File: config.mk
export PLATFORM = sky130hd
export DESIGN_NAME = traffic_phase_ctrl
export DESIGN_NICKNAME = d
export VERILOG_FILES = /design/src/rtl/traffic_pkg.sv /design/src/rtl/traffic_phase_ctrl_popcount.sv /design/src/rtl/traffic_phase_ctrl.sv
export SDC_FILE = /design/constraint.sdc
export NUM_CORES = 1
export LEC_CHECK = 0
export CELL_PAD_IN_SITES_DETAIL_PLACEMENT = 1
export CELL_PAD_IN_SITES_GLOBAL_PLACEMENT = 1
export CORE_MARGIN = 2
export CORE_UTILIZATION = 46
export CTS_BUF_LIST = sky130_fd_sc_hd__clkbuf_4
export DETAILED_ROUTE_END_ITERATION = 12
export HOLD_SLACK_MARGIN = 0.06
export PLACE_DENSITY_LB_ADDON = 0.1
export SYNTH_ARGS = -nofsm -noshare
export SYNTH_HDL_FRONTEND = slang
export SYNTH_SLANG_ARGS = --single-unit
File: constraint.sdc
create_clock -name clk_i -period 7.7 [get_ports clk_i]
set_input_delay 0.77 -clock clk_i [delete_from_list [all_inputs] [get_ports clk_i]]
set_output_delay 0.77 -clock clk_i [all_outputs]
set_load 0.05 [all_outputs]
File: src/rtl/traffic_pkg.sv
`default_nettype none
// ============================================================================
//  Module      : traffic_pkg
//  Description : Shared types for the traffic phase controller: the run phase
//                encoding and the configuration latched when a run starts.
//  Revision    : 1.0 - initial release
// ============================================================================
package traffic_pkg;

    // Width of the stored run configuration fields.
    localparam int unsigned CFG_WIDTH = 32;

    typedef enum logic [2:0] {
        IDLE    = 3'd0,
        WARMUP  = 3'd1,
        MEASURE = 3'd2,
        DRAIN   = 3'd3,
        DONE    = 3'd4
    } traffic_phase_e;

    typedef struct packed {
        logic [CFG_WIDTH-1:0] warmup;
        logic [CFG_WIDTH-1:0] measure;
        logic [CFG_WIDTH-1:0] drain_timeout;
    } traffic_cfg_t;

endpackage
`default_nettype wire

File: src/rtl/traffic_phase_ctrl_popcount.sv
`default_nettype none
// ============================================================================
//  Module      : traffic_phase_ctrl_popcount
//  Description : Combinational population count of a bit vector.
//  Ports       : i_data  - vector to count
//                o_count - number of set bits in i_data
//  Revision    : 1.0 - initial release
// ============================================================================
module traffic_phase_ctrl_popcount #(
    parameter int unsigned INPUT_WIDTH = 4,
    localparam int unsigned COUNT_WIDTH = $clog2(INPUT_WIDTH + 1)
) (
    input  logic [INPUT_WIDTH-1:0] i_data,
    output logic [COUNT_WIDTH-1:0] o_count
);

    logic [COUNT_WIDTH-1:0] w_sum;

    always_comb begin
        w_sum = '0;
        for (int i = 0; i < int'(INPUT_WIDTH); i++) begin
            w_sum = w_sum + COUNT_WIDTH'(i_data[i]);
        end
    end

    assign o_count = w_sum;

endmodule
`default_nettype wire

File: src/rtl/traffic_phase_ctrl.sv
`default_nettype none
// ============================================================================
//  Module      : traffic_phase_ctrl
//  Description : Sequences a bank of traffic generators through
//                IDLE/WARMUP/MEASURE/DRAIN/DONE, gates their injection,
//                counts requests/responses inside the measurement window and
//                tracks outstanding requests so the drain ends exactly.
//  Ports       : clk_i, rst_ni           - clock, async active-low reset
//                start_i, abort_i        - run control
//                *_cycles_i, drain_timeout_i - run config, latched on start
//                gen_req_valid_i/ready_i - request handshakes per generator
//                gen_resp_valid_i        - responses per generator
//                inject_en_o             - per-generator injection enable
//                phase_o, done_o         - current phase / DONE indicator
//                timeout_o, underflow_o  - sticky status flags
//                req_count_o, resp_count_o, inflight_o - statistics
//  Revision    : 1.0 - initial release
// ============================================================================
module traffic_phase_ctrl
    import traffic_pkg::*;
#(
    parameter int unsigned NumGen         = 4,
    parameter int unsigned CntWidth       = 32,
    parameter int unsigned MaxOutstanding = 1024,
    localparam int unsigned InflWidth     = $clog2(NumGen * MaxOutstanding + 1)
) (
    input  logic                 clk_i,
    input  logic                 rst_ni,
    input  logic                 start_i,
    input  logic                 abort_i,
    input  logic [CntWidth-1:0]  warmup_cycles_i,
    input  logic [CntWidth-1:0]  measure_cycles_i,
    input  logic [CntWidth-1:0]  drain_timeout_i,
    input  logic [NumGen-1:0]    gen_req_valid_i,
    input  logic [NumGen-1:0]    gen_req_ready_i,
    input  logic [NumGen-1:0]    gen_resp_valid_i,
    output logic [NumGen-1:0]    inject_en_o,
    output traffic_phase_e       phase_o,
    output logic                 done_o,
    output logic                 timeout_o,
    output logic                 underflow_o,
    output logic [CntWidth-1:0]  req_count_o,
    output logic [CntWidth-1:0]  resp_count_o,
    output logic [InflWidth-1:0] inflight_o
);

    localparam int unsigned c_POP_W = $clog2(NumGen + 1);
    localparam int unsigned c_SUM_W = InflWidth + 1;

    // ------------------------------------------------------------------------
    // Registers
    // ------------------------------------------------------------------------
    traffic_phase_e       r_phase;
    traffic_cfg_t         r_cfg;
    logic [CntWidth-1:0]  r_cyc;
    logic [CntWidth-1:0]  r_req_cnt;
    logic [CntWidth-1:0]  r_resp_cnt;
    logic [InflWidth-1:0] r_inflight;
    logic                 r_timeout;
    logic                 r_underflow;

    // ------------------------------------------------------------------------
    // Per-cycle request/response counts
    // ------------------------------------------------------------------------
    logic [NumGen-1:0]    w_acc;
    logic [c_POP_W-1:0]   w_nreq;
    logic [c_POP_W-1:0]   w_nresp;

    // Accepts are tracked regardless of enable so a request held across the
    // enable drop is never lost from the in-flight count.
    assign w_acc = gen_req_valid_i & gen_req_ready_i;

    traffic_phase_ctrl_popcount #(
        .INPUT_WIDTH (NumGen)
    ) u_pop_req (
        .i_data  (w_acc),
        .o_count (w_nreq)
    );

    traffic_phase_ctrl_popcount #(
        .INPUT_WIDTH (NumGen)
    ) u_pop_resp (
        .i_data  (gen_resp_valid_i),
        .o_count (w_nresp)
    );

    // ------------------------------------------------------------------------
    // In-flight update: net change in one step, clamp at 0, saturate at max
    // ------------------------------------------------------------------------
    logic [c_SUM_W-1:0]   w_infl_sum;
    logic [c_SUM_W-1:0]   w_infl_diff;
    logic [InflWidth-1:0] w_infl_next;
    logic                 w_underflow;

    always_comb begin
        w_infl_sum  = {1'b0, r_inflight} + c_SUM_W'(w_nreq);
        w_infl_diff = '0;
        w_infl_next = '0;
        w_underflow = 1'b0;
        if (c_SUM_W'(w_nresp) > w_infl_sum) begin
            w_underflow = 1'b1;
        end else begin
            w_infl_diff = w_infl_sum - c_SUM_W'(w_nresp);
            if (w_infl_diff[InflWidth]) begin
                w_infl_next = '1;
            end else begin
                w_infl_next = w_infl_diff[InflWidth-1:0];
            end
        end
    end

    // ------------------------------------------------------------------------
    // Phase FSM: next-state logic
    // ------------------------------------------------------------------------
    logic [CntWidth-1:0] w_warmup;
    logic [CntWidth-1:0] w_measure;
    logic [CntWidth-1:0] w_drain_to;
    traffic_phase_e      w_phase_next;
    logic                w_start;
    logic                w_timeout_set;

    assign w_warmup   = CntWidth'(r_cfg.warmup);
    assign w_measure  = CntWidth'(r_cfg.measure);
    assign w_drain_to = CntWidth'(r_cfg.drain_timeout);

    always_comb begin
        w_phase_next  = r_phase;
        w_start       = 1'b0;
        w_timeout_set = 1'b0;
        unique case (r_phase)
            IDLE, DONE: begin
                if (start_i) begin
                    w_start = 1'b1;
                    // Zero-length phases are skipped using the incoming config.
                    if (warmup_cycles_i != '0) begin
                        w_phase_next = WARMUP;
                    end else if (measure_cycles_i != '0) begin
                        w_phase_next = MEASURE;
                    end else begin
                        w_phase_next = DRAIN;
                    end
                end
            end
            WARMUP: begin
                if (abort_i) begin
                    w_phase_next = DRAIN;
                end else if (r_cyc == w_warmup - CntWidth'(1)) begin
                    w_phase_next = (w_measure != '0) ? MEASURE : DRAIN;
                end
            end
            MEASURE: begin
                if (abort_i || (r_cyc == w_measure - CntWidth'(1))) begin
                    w_phase_next = DRAIN;
                end
            end
            DRAIN: begin
                // A clean drain wins over a coincident timeout.
                if (w_infl_next == '0) begin
                    w_phase_next = DONE;
                end else if ((w_drain_to != '0) &&
                             (r_cyc == w_drain_to - CntWidth'(1))) begin
                    w_phase_next  = DONE;
                    w_timeout_set = 1'b1;
                end
            end
            default: begin
                w_phase_next = IDLE;
            end
        endcase
    end

    // ------------------------------------------------------------------------
    // Phase FSM: state register and per-phase cycle counter
    // ------------------------------------------------------------------------
    always_ff @(posedge clk_i or negedge rst_ni) begin
        if (!rst_ni) begin
            r_phase <= IDLE;
            r_cyc   <= '0;
        end else begin
            r_phase <= w_phase_next;
            r_cyc   <= (w_phase_next != r_phase) ? '0 : r_cyc + CntWidth'(1);
        end
    end

    // ------------------------------------------------------------------------
    // Config latch, statistics and sticky flags
    // ------------------------------------------------------------------------
    always_ff @(posedge clk_i or negedge rst_ni) begin
        if (!rst_ni) begin
            r_cfg       <= '0;
            r_req_cnt   <= '0;
            r_resp_cnt  <= '0;
            r_inflight  <= '0;
            r_timeout   <= 1'b0;
            r_underflow <= 1'b0;
        end else begin
            r_inflight <= w_infl_next;

            if (w_start) begin
                r_cfg <= '{warmup:        CFG_WIDTH'(warmup_cycles_i),
                           measure:       CFG_WIDTH'(measure_cycles_i),
                           drain_timeout: CFG_WIDTH'(drain_timeout_i)};
                r_req_cnt  <= '0;
                r_resp_cnt <= '0;
                r_timeout  <= 1'b0;
            end else begin
                if (r_phase == MEASURE) begin
                    r_req_cnt  <= r_req_cnt  + CntWidth'(w_nreq);
                    r_resp_cnt <= r_resp_cnt + CntWidth'(w_nresp);
                end
                if (w_timeout_set) begin
                    r_timeout <= 1'b1;
                end
            end

            // An underflow on the start cycle itself is still reported.
            if (w_underflow) begin
                r_underflow <= 1'b1;
            end else if (w_start) begin
                r_underflow <= 1'b0;
            end
        end
    end

    // ------------------------------------------------------------------------
    // Outputs (decoded from registered state only)
    // ------------------------------------------------------------------------
    assign inject_en_o  = {NumGen{(r_phase == WARMUP) || (r_phase == MEASURE)}};
    assign phase_o      = r_phase;
    assign done_o       = (r_phase == DONE);
    assign timeout_o    = r_timeout;
    assign underflow_o  = r_underflow;
    assign req_count_o  = r_req_cnt;
    assign resp_count_o = r_resp_cnt;
    assign inflight_o   = r_inflight;

endmodule
`default_nettype wire

* Word-level counts from Yosys, hierarchy flattened
Cells that the tools add are included.
Widths: inputs -> output; s select.
** Cells by class
- Magnitude comparators :: 1
- Equality and inequality tests :: 8
- Add/sub/neg operators :: 14
- Reduce and logical (&&, ||, !) cells :: 13
- Bitwise gates (word level) :: 1
- Multiplexer cells :: 27
** Operators by type and width (count)
- $mux 32 :: 5
- $reduce_bool 32->1 :: 4
- $eq 32x32->1 :: 3
- $sub 32x1->32 const B :: 3
- $add 32x3->32 :: 2
- $add 32x1->32 const B :: 1
- $mux 13 :: 2
- $mux 3 :: 6
- $add 13x3->14 :: 1
- $gt 3x14->1 :: 1
- $sub 14x3->14 :: 1
- $logic_not 13->1 :: 1
- $add 3x1->3 :: 4
- $mux 1 :: 12
- $pmux 3 s4 :: 1
- $eq 3x2->1 const B :: 2
- $reduce_bool 2->1 :: 3
- $add 1x1->2 :: 2
- $and 4x4->4 :: 1
- $eq 3x1->1 const B :: 1
- $eq 3x3->1 const B :: 1
- $logic_not 3->1 :: 1
- $ne 3x3->1 :: 1
- $logic_or 1x1->1 :: 2
- other kinds (3) :: 3
** Storage, ports and cells
- Register bits after elaboration :: 210
- Logic and storage cells :: 74

* Longest topological paths before layout
Gate-level depths: netlist (run 1).
- Word-level depth :: 13
- Gate-level depth with buffers :: 18
- Depth with buffers taken out :: 17

* Hierarchy
Synthesis (run 1) repeated with hierarchy kept, for this count alone.
** Unflattened totals
- Cells, all modules :: 1639
- Area, all modules :: 13848.3 sq um
** Modules (own cells, without submodules)
- traffic_phase_ctrl :: area each 13720.7 sq um, instances 1, cells each 1623
- traffic_phase_ctrl_popcount :: area each 63.8 sq um, instances 2, cells each 8

* Worst setup path after synthesis (run 1)
No wires, ideal clock.
- Path type :: input to register
- From :: input port gen_req_valid_i[0]
- To :: register r_cyc[10]
- Cell stages on the path :: 17
- Library setup time :: 134 ps
- Path slack :: 2377 ps
- Arrival :: 5189 ps
- Path through :: and2_1 -> ha_1 -> fa_1 -> ha_1 -> fa_1 -> clkbuf_1 -> xor2_1 -> ha_1 -> a21oi_1 -> nand2_1 -> a21oi_1 -> a41oi_1 -> a311o_1 -> nand4bb_1 -> o311ai_1 -> buf_2 -> a211oi_2
** Between the ends
- Cells in the longest elaborated chain, start to end :: 13
- Elaborated cells on any way between the ends :: 14
** RTL lines
- from (decl) :: RTL line traffic_phase_ctrl.sv:34 : input logic [NumGen-1:0] gen_req_valid_i,
- $and 4x4->4 (*) :: RTL line traffic_phase_ctrl.sv:71 : assign w_acc = gen_req_valid_i & gen_req_ready_i;
- $add 1x1->2 (*) :: RTL line traffic_phase_ctrl_popcount.sv:22 : w_sum = w_sum + COUNT_WIDTH'(i_data[i]);
- $add 3x1->3 (*) (2 in a row) :: RTL line traffic_phase_ctrl_popcount.sv:22
- $add 13x3->14 (*) :: RTL line traffic_phase_ctrl.sv:96 : w_infl_sum = {1'b0, r_inflight} + c_SUM_W'(w_nreq);
- $sub 14x3->14 :: RTL line traffic_phase_ctrl.sv:103 : w_infl_diff = w_infl_sum - c_SUM_W'(w_nresp);
- $mux 13 :: RTL line traffic_phase_ctrl.sv:104 : if (w_infl_diff[InflWidth]) begin
- $mux 13 (*) :: RTL line traffic_phase_ctrl.sv:100 : if (c_SUM_W'(w_nresp) > w_infl_sum) begin
- named net w_infl_next[11] :: RTL line traffic_phase_ctrl.sv:92 : logic [InflWidth-1:0] w_infl_next;
- $logic_not 13->1 (*) :: RTL line traffic_phase_ctrl.sv:158 : if (w_infl_next == '0) begin
- $mux 3 (*) :: RTL line traffic_phase_ctrl.sv:158
- $pmux 3 s4 (*) :: RTL line traffic_phase_ctrl.sv:130 : unique case (r_phase)
- $ne 3x3->1 (*) :: RTL line traffic_phase_ctrl.sv:181 : r_cyc <= (w_phase_next != r_phase) ? '0 : r_cyc + CntWidth'(1);
- $mux 32 (*) :: RTL line traffic_phase_ctrl.sv:181
- to (signal assigned) :: RTL line traffic_phase_ctrl.sv:181
- to (decl) :: RTL line traffic_phase_ctrl.sv:55 : logic [CntWidth-1:0] r_cyc;
The timed path passes the listed nets; every way through them passes the cells marked *.
A chain may end at the register's enable or synchronous reset.

* Final worst setup path (run 1)
- From :: input port gen_req_valid_i[0]
- To :: register r_cyc[0]
The elaborated chain is that of the path after synthesis.

==> results of run 1 <==
logic make-up (layout without fill, tap and decap cells):
group,count (synthesis),after routing
other,0,2
xor gates and xnor gates,219,219
adders and majority gates,27,27
buffers and inverters,147,358
AOI/OAI and AO/OA,218,218
DFF,210,210
and+or+nand+nor,835,835
muxes,18,18
metrics by stage:
step,util [%],hold slack [ps],cells
2_1_floorplan,-,466.5,1674
5_1_grt,56.70,501.5,2277
4_1_cts,56.69,481.3,2275
6_report,56.70,525.6,2277
3_3_place_gp,54.20,478.2,2168
3_5_place_dp,54.20,502.6,2168
cell usage after synthesis (4+ instances only):
library cell    n  area (um2)
a211o_1         5       43.79
a211oi_1        7       52.55
a211oi_2       30       375.4
a21o_1          6       45.04
a21oi_1        42       210.2
a31oi_1        10       62.56
and2_1         18       112.6
and3_1         25       156.4
and4_1         12       105.1
buf_2          10       50.05
buf_6           4       45.04
clkbuf_1       86       322.8
dfrtp_1       210        5255
fa_1            6       120.1
ha_1           21       262.8
inv_1          41       153.9
mux2i_1        15       150.1
nand2_1       354        1329
nand2b_1        7       43.79
nand3_1        53       265.3
nand3b_1       11       82.58
nand4_1        38       237.7
nand4b_1        7       61.31
nor2_1        121       454.2
nor2b_1        12       75.07
nor3_1         46       230.2
nor3b_1         6       45.04
nor4_1         59       369.1
o2111ai_1       6       52.55
o211ai_1       11       82.58
o21ai_0        43       215.2
o22ai_1         4       25.02
o311ai_0        4       35.03
o31ai_1         6       45.04
or2_2           7       43.79
or3_1          24       150.1
or4_1          15       112.6
xnor2_1       111       972.2
xor2_1        108       945.9
registers in the layout, summed over array words and instances (netlist names):
name,cells
req_count_o,32
phase_o,3
w_warmup,32
timeout_o,1
w_drain_to,32
r_cyc,32
resp_count_o,32
w_measure,32
inflight_o,13
underflow_o,1
routing by layer:
metal | part of all wire, % | GRT usage [%]
met5 | 0.052 | 0
met4 | 2.8 | 9.146
met3 | 5.8 | 6.531
met2 | 48 | 46.88
met1 | 43 | 35.12
power by group:
group	switching [mW]	leakage, nW	internal [mW]	total (mW)
Combinational	1.59	4.07	1.06	2.64
Sequential	0.559	2.75	1.41	1.97
Clock	0.518	0.434	0.505	1.02
final cells by class:
| class | instances | area, um2 | share of cell area [%] |
|---|---|---|---|
| sequential | 210 | 5255 | 31.02 |
| antenna | 2 | 5.005 | 0.02954 |
| inverter | 41 | 153.9 | 0.9085 |
| multi-input combinational | 1317 | 8219 | 48.52 |
| clock inverter | 22 | 102.6 | 0.6057 |
| tap | 390 | 488.0 | 2.881 |
| timing repair buffer | 211 | 2086 | 12.31 |
| clock buffer | 84 | 630.6 | 3.723 |
worst register-to-register path, cell delays in order (launching register included):
cell and delay (ps):
dfrtp_1 450, nor3_1 800, nand2_1 470, nor4_2 530
mux2_2 390, o211a_1 120, a211o_1 320, o31ai_1 530
or2_1 810, buf_4 420, a211oi_1 140
cells in the final DEF, fill, tap and decap left out, drive strengths merged, types with 42 or more instances in the layout:
cell,count
dfrtp,210
xor2,108
nand2,354
nor2,121
o21ai,43
clkdlybuf4s50,197
a21oi,42
inv,42
xnor2,111
nor4,61
nand3,53
clkbuf,85
nor3,47
how the worst min path moves through the flow:
stage | depth (start not counted) | endpoint | slack [ps]
finish | 3 | w_drain_to[14]$_DFFE_PN0P_ | 530
detailed placement | 2 | w_warmup[31]$_DFFE_PN0P_ | 500
floorplan | 0 | inflight_o[0]$_DFF_PN0_ | 470
CTS | 3 | w_drain_to[14]$_DFFE_PN0P_ | 480
global route | 3 | w_drain_to[9]$_DFFE_PN0P_ | 500
global placement | 2 | w_warmup[31]$_DFFE_PN0P_ | 480
==> reports/results.tsv, run 1 <==
stage	metric	value	unit
flow_run	maximum capacitance violations	0	
drt	drt initial violations	600	
clock_network	cts bufs inserted	60	
timing	final setup fails	0	
timing	RSZ-0062 raised after global routing	no	
logic_synthesis	Post-Synth Simple-Gate Area	28.97	%
drt	vias	13040	
drt	post-detailed-route wirelength per cell	19.44	um
timing	Final Hold Vio Count	0	
setup_path	critical path class	primary input to flop	
logic_synthesis	Synth Register Bits	210	
logic_synthesis	synth warn	0	
placement	DP Wirelength	32710	um
clock_network	CTS Buffer Depth	3	
setup_path	Worst setup startpoint	gen_req_valid_i[0]	
global_routing	initial antenna violation count	3	
pwr	Design Power	5.631	mW
setup_path	CP Depth	17	
cells_and_area	fillers	3592	
logic_synthesis	sequential area share after synthesis	37.40	%
setup_path	CP endpoint kind	flop	
logic_synthesis	fraction of registers with async set/reset	100.0	%
global_routing	first-pass GRT wire length	70950	um
setup_path	Startpoint Class	primary input	
status	status	finished, final reports clean	
drt	drt pass-1 iters	5	
placement	Placement Cell Area	16190	um2
floorplanning	die footprint	31960	um2
drt	drt drc	0	
clock_network	post-cts hold buffer count	1	
logic_synthesis	Cells after Synth	1674	
drt	Detail Route Antenna Nets	0	
setup_path	data required time of the worst path	8270	ps
setup_path	crit path buf inv count	2	
setup_path	Worst Path Arrival	6250	ps
logic_synthesis	Post-synth EDFFs	0	
clock_network	CTS clk-pin slew, worst paths	60	ps
logic_synthesis	compound-cell area share of the yosys netlist	11.64	%
logic_synthesis	main combinational cell family by area after synthesis	simple AND/OR/NAND/NOR gates	
timing	setup ws final	2019	ps
drt	final WL	44270	um
global_routing	vias in the first global route	13650	
timing	Final min period	5681	ps
logic_synthesis	multiplexer share of the synthesized area	1.309	%
timing	fmax	0.1760	GHz
logic_synthesis	top_reg_cell synth	dfrtp_1	
pwr	pwr dens	332.4	nW/um2
floorplanning	die height	178.8	um
hold_path	Hold Startpoint	drain_timeout_i[14]	
setup_path	CP max stage delay	620	ps
setup_path	Critical R2R Capture	r_cyc[0]$_DFF_PN0_	
floorplanning	# rows	63	
logic_synthesis	synth unique cells	77	
setup_path	R2R depth	10	
hold_path	Hold/Removal Path Class	primary input to flop	
placement	dpl ws	1285	ps
cells_and_area	final instance area	16940	um2
timing	Slew headroom	20.54	%
global_routing	GR Util All Layers	27.82	%
timing	Setup TNS	0	ps
logic_synthesis	synthesized area per cell	8.394	um2
timing	actual slew at the worst max-slew pin	1162	ps
logic_synthesis	XOR/XNOR share of the synthesized area	13.65	%
global_routing	largest net degree at the start of global routing	106	
timing	Tcrit/Tclk final	73.78	%
clock_network	CTS sink count	210	
timing	clk_skew	83.83	ps
clock_network	Skew-Pair Late Insertion Delay	780	ps
cells_and_area	share of cells above drive strength 1	8.329	%
timing	Slew Viols, Final	0	
clock_network	H-tree depth	2	
logic_synthesis	Synth Area in Adders	2.725	%
cells_and_area	area grow syn2layout	20.55	%
pwr	VDD IR max	0.0002284	V
cells_and_area	nets	1980	
logic_synthesis	Mapped Area	14050	um2
setup_path	Critical-path top delay cell	a21oi_1	
setup_path	Most common cell on crit path	ha_1	
placement	Routability Congestion	0.8824	
placement	port buffer count	198	
setup_path	Critical Path Sink	r_cyc[0]$_DFF_PN0_	
clock_network	CTS tree	yes	
setup_path	CP max FO	32	
setup_path	critical path's top delay family	adder cells	
logic_synthesis	syn_nets	1813	
floorplanning	IO Pins	199	
setup_path	R2R Path Start	w_measure[2]$_DFFE_PN0P_	
floorplanning	Initial Util	47.04	%
floorplanning	Core ar.	29870	um2
clock_network	Setup Buffers After CTS	0	
clock_network	root buffer cell	clkbuf_4	
global_routing	grt total ovfl	0	
clock_network	post_cts resized	0	
setup_path	R2R setup slack	2560	ps
floorplanning	die span in x	178.8	um
setup_path	CP Cell Sequence	clkdlybuf4s50_1, and2_1, ha_1, fa_1, ha_1, fa_1, xor2_1, ha_1, a21oi_1, nand2_1, a21oi_1, a41oi_1, a311o_1, nand4bb_1, o311ai_4, buf_4, a211oi_1	
drt	vias per cell	5.726	
pwr	leakage power	7.248	nW
No activity file was read; power rests on OpenSTA's default activity.
==> run 2: changes to the inputs <==
--- a/config.mk
+++ b/config.mk
@@ -8,7 +8,7 @@
 export CELL_PAD_IN_SITES_DETAIL_PLACEMENT = 1
 export CELL_PAD_IN_SITES_GLOBAL_PLACEMENT = 1
 export CORE_MARGIN = 2
-export CORE_UTILIZATION = 46
+export CORE_UTILIZATION = 39
 export CTS_BUF_LIST = sky130_fd_sc_hd__clkbuf_4
 export DETAILED_ROUTE_END_ITERATION = 12
 export HOLD_SLACK_MARGIN = 0.06
==> constraint.sdc (replaced) <==
create_clock -name clk_i -period 5.05 [get_ports clk_i]
set_input_delay 0.505 -clock clk_i [delete_from_list [all_inputs] [get_ports clk_i]]
set_output_delay 0.505 -clock clk_i [all_outputs]
set_load 0.05 [all_outputs]
==> run 2 against run 1 <==
Clock skew is 21 ps lower. Global-route usage is 3.5 points lower. Total power is 57% higher. Sequential share of layout area is 0.86 points lower. Sequential power is 52% higher. Critical path type unchanged.
==> reports/results.tsv, run 2 (synthesized netlist as in run 1, its figures left out) <==
stage	metric	value	unit	change
global_routing	grt total ovfl	0		unchanged
timing	Slew Viols, Final	0		unchanged
drt	drt pass-1 iters	4		was 5
placement	Routability Congestion	0.8641		was 0.8824
drt	drt drc	0		unchanged
cells_and_area	commonest non-fill, non-tap cell in the layout	nand2_1		unchanged
pwr	leakage power	7.501	nW	was 7.248 nW
pwr	VDD IR max	0.0006748	V	was 0.0002284 V
timing	Final min period	4702	ps	
timing	final setup fails	0		unchanged
placement	Placement Cell Area	16680	um2	was 16190 um2
floorplanning	IO Pins	199		unchanged
drt	final WL	45700	um	was 44270 um
setup_path	data required time of the worst path	5660	ps	was 8270 ps
cells_and_area	nets	2029		was 1980
clock_network	CTS sink count	210		unchanged
timing	setup ws final	347.6	ps	was 2019 ps
timing	Tcrit/Tclk final	93.12	%	
global_routing	met1 GRT Util	30.92	%	was 35.12%
drt	Detail Route Antenna Nets	0		unchanged
timing	RSZ-0062 raised after global routing	no		unchanged
cells_and_area	final instance area	17430	um2	was 16940 um2
timing	fmax	0.2127	GHz	
hold_path	Hold/Removal Path Class	primary input to flop		unchanged
cells_and_area	fillers	4220		was 3592
setup_path	Most common cell on crit path	fa_1		was ha_1
clock_network	Skew-Pair Late Insertion Delay	820	ps	was 780 ps
global_routing	initial antenna violation count	2		was 3
placement	port buffer count	198		unchanged
clock_network	H-tree depth	2		unchanged
global_routing	met2 Usage GRT	40.45	%	was 46.88%
setup_path	CP max stage delay	520	ps	was 620 ps
clock_network	cts bufs inserted	61		was 60
drt	drt initial violations	640		was 600
floorplanning	# rows	69		was 63
drt	post-detailed-route wirelength per cell	19.12	um	was 19.44 um
setup_path	CP endpoint kind	flop		unchanged
setup_path	CP max FO	32		unchanged
global_routing	GR Util met3	6.001	%	was 6.531%
status	status	finished, final reports clean		unchanged
floorplanning	Initial Util	39.51	%	was 47.04%
drt	vias per cell	5.496		was 5.726
global_routing	GR Util All Layers	24.29	%	was 27.82%
flow_run	maximum capacitance violations	0		unchanged
global_routing	first-pass GRT wire length	74460	um	was 70950 um
pwr	pwr dens	508.7	nW/um2	was 332.4 nW/um2
placement	dpl ws	-456.6	ps	was 1285 ps
timing	actual slew at the worst max-slew pin	1072	ps	was 1162 ps
clock_network	root buffer cell	clkbuf_4		unchanged
clock_network	CTS tree	yes		unchanged
global_routing	GRT busiest layer	met2		unchanged
setup_path	CP Cell Sequence	clkdlybuf4s50_1, and2_1, ha_1, fa_1, ha_1, fa_1, fa_1, a21o_1, o41ai_1, buf_4, nand3_1, and3_1, nand4bb_1, o311ai_4, buf_12, a211oi_2		was clkdlybuf4s50_1, and2_1, ha_1, fa_1, ha_1, fa_1, xor2_1, ha_1, a21oi_1, nand2_1, a21oi_1, a41oi_1, a311o_1, nand4bb_1, o311ai_4, buf_4, a211oi_1
setup_path	Critical-path top delay cell	fa_1		was a21oi_1
clock_network	post_cts resized	0		unchanged
clock_network	CTS Buffer Depth	3		unchanged
timing	clk_skew	63.11	ps	was 83.83 ps
setup_path	Worst Path Arrival	5320	ps	was 6250 ps
placement	DP Wirelength	33700	um	was 32710 um
setup_path	critical path class	primary input to flop		unchanged
clock_network	CTS clk-pin slew, worst paths	70	ps	was 60 ps
floorplanning	die footprint	37570	um2	was 31960 um2
setup_path	Startpoint Class	primary input		unchanged
global_routing	vias in the first global route	13980		was 13650
drt	vias	13140		was 13040
cells_and_area	area grow syn2layout	24.01	%	was 20.55%
cells_and_area	share of cells above drive strength 1	11.00	%	was 8.329%
timing	Final Hold Vio Count	0		unchanged
pwr	Design Power	8.864	mW	was 5.631 mW
floorplanning	die height	193.8	um	was 178.8 um
global_routing	largest net degree at the start of global routing	116		was 106
floorplanning	die span in x	193.8	um	was 178.8 um
cells_and_area	most frequent cells in the layout	353 x nand2_1, 210 x dfrtp_1, 197 x clkdlybuf4s50_1, 121 x nor2_1, 111 x xnor2_1		unchanged
timing	Slew headroom	28.55	%	was 20.54%
floorplanning	Core ar.	35570	um2	was 29870 um2
-- run 2: per-stage QoR --
step,std cells,hold slack (ps),setup TNS (ps),utilization (%)
final,2390,226.4,0,48.99
after global routing,2390,192.8,0,48.99
after CTS,2389,166.0,0,48.98
after detailed placement,2287,501.9,-14620,46.88
after global placement,2287,489.5,-9518,46.88
after floorplan,1674,209.4,0,-
-- run 2: timing repair --
item                       CTS  global route
hold buffers                 1             0
buffers inserted             0             0
hold endpoints to repair   114             0
setup endpoints to repair    0             0
-- run 2: path summary, 6_finish.rpt --
check                           depth (start not counted)  slack, ps                         end                      from
worst max-delay path                                   16        350          r_cyc[4]$_DFF_PN0_        gen_req_valid_i[0]
worst max register to register                         10        640          r_cyc[0]$_DFF_PN0_  w_measure[8]$_DFFE_PN0P_
worst min register to register                          2        510     underflow_o$_DFFE_PN0P_   underflow_o$_DFFE_PN0P_
worst min-delay path                                    3        230  w_drain_to[28]$_DFFE_PN0P_       drain_timeout_i[28]
min in group asynchronous                               2        270  w_drain_to[28]$_DFFE_PN0P_                    rst_ni
max in group asynchronous                               3       3650     inflight_o[5]$_DFF_PN0_                    rst_ni
-- run 2: final cells by class --
class / count / area [um2] / share of cell area [%]
clock inverters: 10 / 53.80 / 0.3088
diodes: 1 / 2.502 / 0.01436
repair buffers: 259 / 2472 / 14.19
flip-flops and latches: 210 / 5255 / 30.16
well taps: 461 / 576.8 / 3.310
multi-input cells: 1317 / 8228 / 47.22
inverters: 41 / 153.9 / 0.8832
clock buffers: 91 / 683.2 / 3.920
-- run 2: worst max-delay path: cells and delay by family --
family          cells  cell delay [ps]
fa+ha+maj           5             2050
buf+inv             3              860
simple gates        4              710
compound gates      4             1190
-- run 2: where the power goes --
part / internal [mW] / switching, mW
sequential: 2.14 / 0.845
combinational: 1.81 / 2.46
clock: 0.814 / 0.787
total: 4.77 / 4.09
-- run 2: per-layer routing --
| metal | vias up | part of all wire [%] | wire length [um] |
|---|---|---|---|
| met5 | - | 0.026 | 12 |
| met4 | 2 | 2.4 | 1078 |
| met3 | 89 | 5.6 | 2569 |
| met2 | 275 | 47 | 21660 |
| met1 | 6488 | 45 | 20380 |
| li1 | 6281 | - | - |
==> run 3: changes to the inputs <==
==> constraint.sdc (replaced) <==
create_clock -name clk_i -period 3.9 [get_ports clk_i]
set_input_delay 0.39 -clock clk_i [delete_from_list [all_inputs] [get_ports clk_i]]
set_output_delay 0.39 -clock clk_i [all_outputs]
set_load 0.05 [all_outputs]
==> run 3 against run 2 <==
Worst setup slack got worse by 340 ps. Non-clock buffer count rose by 98. Design area rose by 6.8%. Critical path type unchanged. Largest cell class unchanged. Die area did not move. Clock power rose by 34%.
==> reports/results.tsv, run 3 (synthesized netlist as in run 1, its figures left out) <==
stage	metric	value	unit	change
drt	post-detailed-route wirelength per cell	19.39	um	was 19.12 um
setup_path	Startpoint Class	primary input		unchanged
pwr	Design Power	12.52	mW	was 8.864 mW
cells_and_area	most frequent cells in the layout	352 x nand2_1, 210 x dfrtp_1, 189 x clkdlybuf4s50_1, 120 x nor2_1, 120 x buf_4		was 353 x nand2_1, 210 x dfrtp_1, 197 x clkdlybuf4s50_1, 121 x nor2_1, 111 x xnor2_1
timing	actual slew at the worst max-slew pin	651.8	ps	was 1072 ps
floorplanning	die height	193.8	um	unchanged
timing	clk_skew	70.42	ps	was 63.11 ps
global_routing	initial antenna violation count	3		was 2
global_routing	vias in the first global route	14740		was 13980
setup_path	R2R setup slack	130	ps	was 640 ps
setup_path	CP max FO	8		was 32
placement	port buffer count	198		unchanged
setup_path	CP endpoint kind	flop		unchanged
hold_path	Hold/Removal Path Class	primary input to flop		unchanged
pwr	leakage power	8.099	nW	was 7.501 nW
setup_path	Worst Path Arrival	4540	ps	was 5320 ps
setup_path	data required time of the worst path	4540	ps	was 5660 ps
timing	fmax	0.2566	GHz	
clock_network	CTS clk-pin slew, worst paths	70	ps	about the same
drt	drt pass-1 iters	5		was 4
pwr	pwr dens	672.7	nW/um2	was 508.7 nW/um2
drt	drt drc	0		unchanged
clock_network	cts bufs inserted	61		unchanged
hold_path	WHS Endpoint	w_drain_to[17]$_DFFE_PN0P_		was w_drain_to[28]$_DFFE_PN0P_
setup_path	R2R depth	16		was 10
clock_network	CTS Buffer Depth	3		unchanged
drt	Detail Route Antenna Nets	0		unchanged
setup_path	R2R Path Start	inflight_o[0]$_DFF_PN0_		was w_measure[8]$_DFFE_PN0P_
global_routing	grt total ovfl	0		unchanged
timing	setup ws final	3.092	ps	was 347.6 ps
hold_path	Hold Startpoint	drain_timeout_i[17]		was drain_timeout_i[28]
cells_and_area	share of cells above drive strength 1	16.19	%	was 11.00%
floorplanning	die span in x	193.8	um	unchanged
global_routing	first-pass GRT wire length	79410	um	was 74460 um
hold_path	Worst Hold Depth	3		unchanged
floorplanning	Initial Util	39.51	%	unchanged
cells_and_area	final core occ	52.34	%	was 48.99%
timing	WHS	120.2	ps	was 226.4 ps
clock_network	CTS sink count	210		unchanged
placement	DP Wirelength	35130	um	was 33700 um
timing	RSZ-0062 raised after global routing	yes		was no
drt	vias	13660		was 13140
global_routing	largest net degree at the start of global routing	136		was 116
timing	Slew Viols, Final	0		unchanged
floorplanning	# rows	69		unchanged
status	status	finished, final reports clean		unchanged
setup_path	critical path class	primary input to flop		unchanged
cells_and_area	area grow syn2layout	32.47	%	was 24.01%
cells_and_area	commonest non-fill, non-tap cell in the layout	nand2_1		unchanged
clock_network	H-tree depth	2		unchanged
cells_and_area	nets	2127		was 2029
global_routing	GR Util All Layers	25.85	%	was 24.29%
clock_network	root buffer cell	clkbuf_4		unchanged
flow_run	maximum capacitance violations	0		unchanged
clock_network	CTS tree	yes		unchanged
drt	drt initial violations	715		was 640
timing	final setup fails	0		unchanged
placement	Routability Congestion	0.8649		was 0.8641
setup_path	Critical R2R Capture	r_cyc[31]$_DFF_PN0_		was r_cyc[0]$_DFF_PN0_
timing	Tcrit/Tclk final	99.92	%	
floorplanning	Core ar.	35570	um2	unchanged
timing	Final Hold Vio Count	0		unchanged
drt	final WL	48380	um	was 45700 um
placement	dpl ws	-1206	ps	was -456.6 ps
pwr	VDD IR max	0.0005740	V	was 0.0006748 V
clock_network	Skew-Pair Late Insertion Delay	810	ps	was 820 ps
drt	vias per cell	5.475		was 5.496
timing	Setup TNS	0	ps	unchanged
timing	Slew headroom	56.39	%	was 28.55%
floorplanning	IO Pins	199		unchanged
cells_and_area	fillers	4199		was 4220
timing	Final min period	3897	ps	
floorplanning	die footprint	37570	um2	unchanged
==> run 3: cell types whose count changed in the layout (fill, tap and decap cells not counted), sizes merged <==
cell | previous run | this run
clkbuf | 91 | 92
clkdlybuf4s50 | 197 | 189
clkinv | 9 | 14
diode | 1 | 2
buf | 61 | 142
dlygate4sd2 | 0 | 4
dlygate4sd3 | 1 | 22
==> run 3: worst max-delay path by stage <==
stage | from | endpoint | slack, ps | cells past startpoint
floorplan | gen_req_valid_i[1] | r_cyc[11]$_DFF_PN0_ | -480 | 18
global placement | gen_req_valid_i[0] | r_cyc[31]$_DFF_PN0_ | -1040 | 17
detailed placement | gen_req_valid_i[0] | r_cyc[31]$_DFF_PN0_ | -1210 | 17
CTS | gen_req_ready_i[1] | r_cyc[31]$_DFF_PN0_ | 20 | 19
global route | gen_req_ready_i[0] | r_cyc[30]$_DFF_PN0_ | -130 | 19
finish | gen_req_ready_i[0] | r_cyc[31]$_DFF_PN0_ | 3 | 20
==> run 3: layer usage <==
metal  vias to the layer above  track usage [%]  share of wire, %
met5                         -                0             0.027
met4                         2            7.744               2.3
met3                        75            5.758               5.1
met2                       297            43.86                49
met1                      6803            32.93                44
li1                       6483                -                 -
==> run 3: layout make-up <==
class | instances | area [um2] | share of cell area, %
diodes | 2 | 5.005 | 0.02689
flip-flops and latches | 210 | 5255 | 28.23
inverters | 41 | 153.9 | 0.8267
multi-input cells | 1317 | 8462 | 45.46
well taps | 461 | 576.8 | 3.099
clock buffers | 92 | 690.7 | 3.710
clock inverters | 15 | 81.33 | 0.4369
repair buffers | 357 | 3391 | 18.21
==> run 3: power by group <==
group	switching (mW)	internal [mW]	total [mW]
Sequential	0.973	2.78	3.75
Clock	1.07	1.08	2.15
Combinational	3.68	2.95	6.62
Total	5.72	6.80	12.5
==> run 3: critical path, cell delays in order <==
cell,delay (ps)
buf_6,90
and2_4,150
ha_4,260
fa_2,460
ha_4,190
fa_2,360
xor2_1,170
ha_1,390
buf_6,130
nand3b_1,110
nand2_4,150
a21oi_4,50
buf_6,150
and4_1,210
o311a_1,350
o21bai_4,190
o311ai_4,310
buf_6,190
buf_12,150
a211oi_2,70
==> run 3: through the flow <==
step,std cells,cell area (um2)
after floorplan,1674,14190
after global placement,2346,17290
after detailed placement,2346,17290
after CTS,2493,18520
after global routing,2495,18620
final,2495,18620
==> run 3: what timing repair did <==
| item | CTS | global route |
|---|---|---|
| setup buffers | 15 | 2 |
| cloned | 3 | 0 |
| hold buffers | 22 | 0 |
| setup endpoints to repair | 32 | 32 |
| gates resized for setup | 28 | 27 |
| hold endpoints to repair | 200 | 0 |
| pin swaps | 21 | 15 |
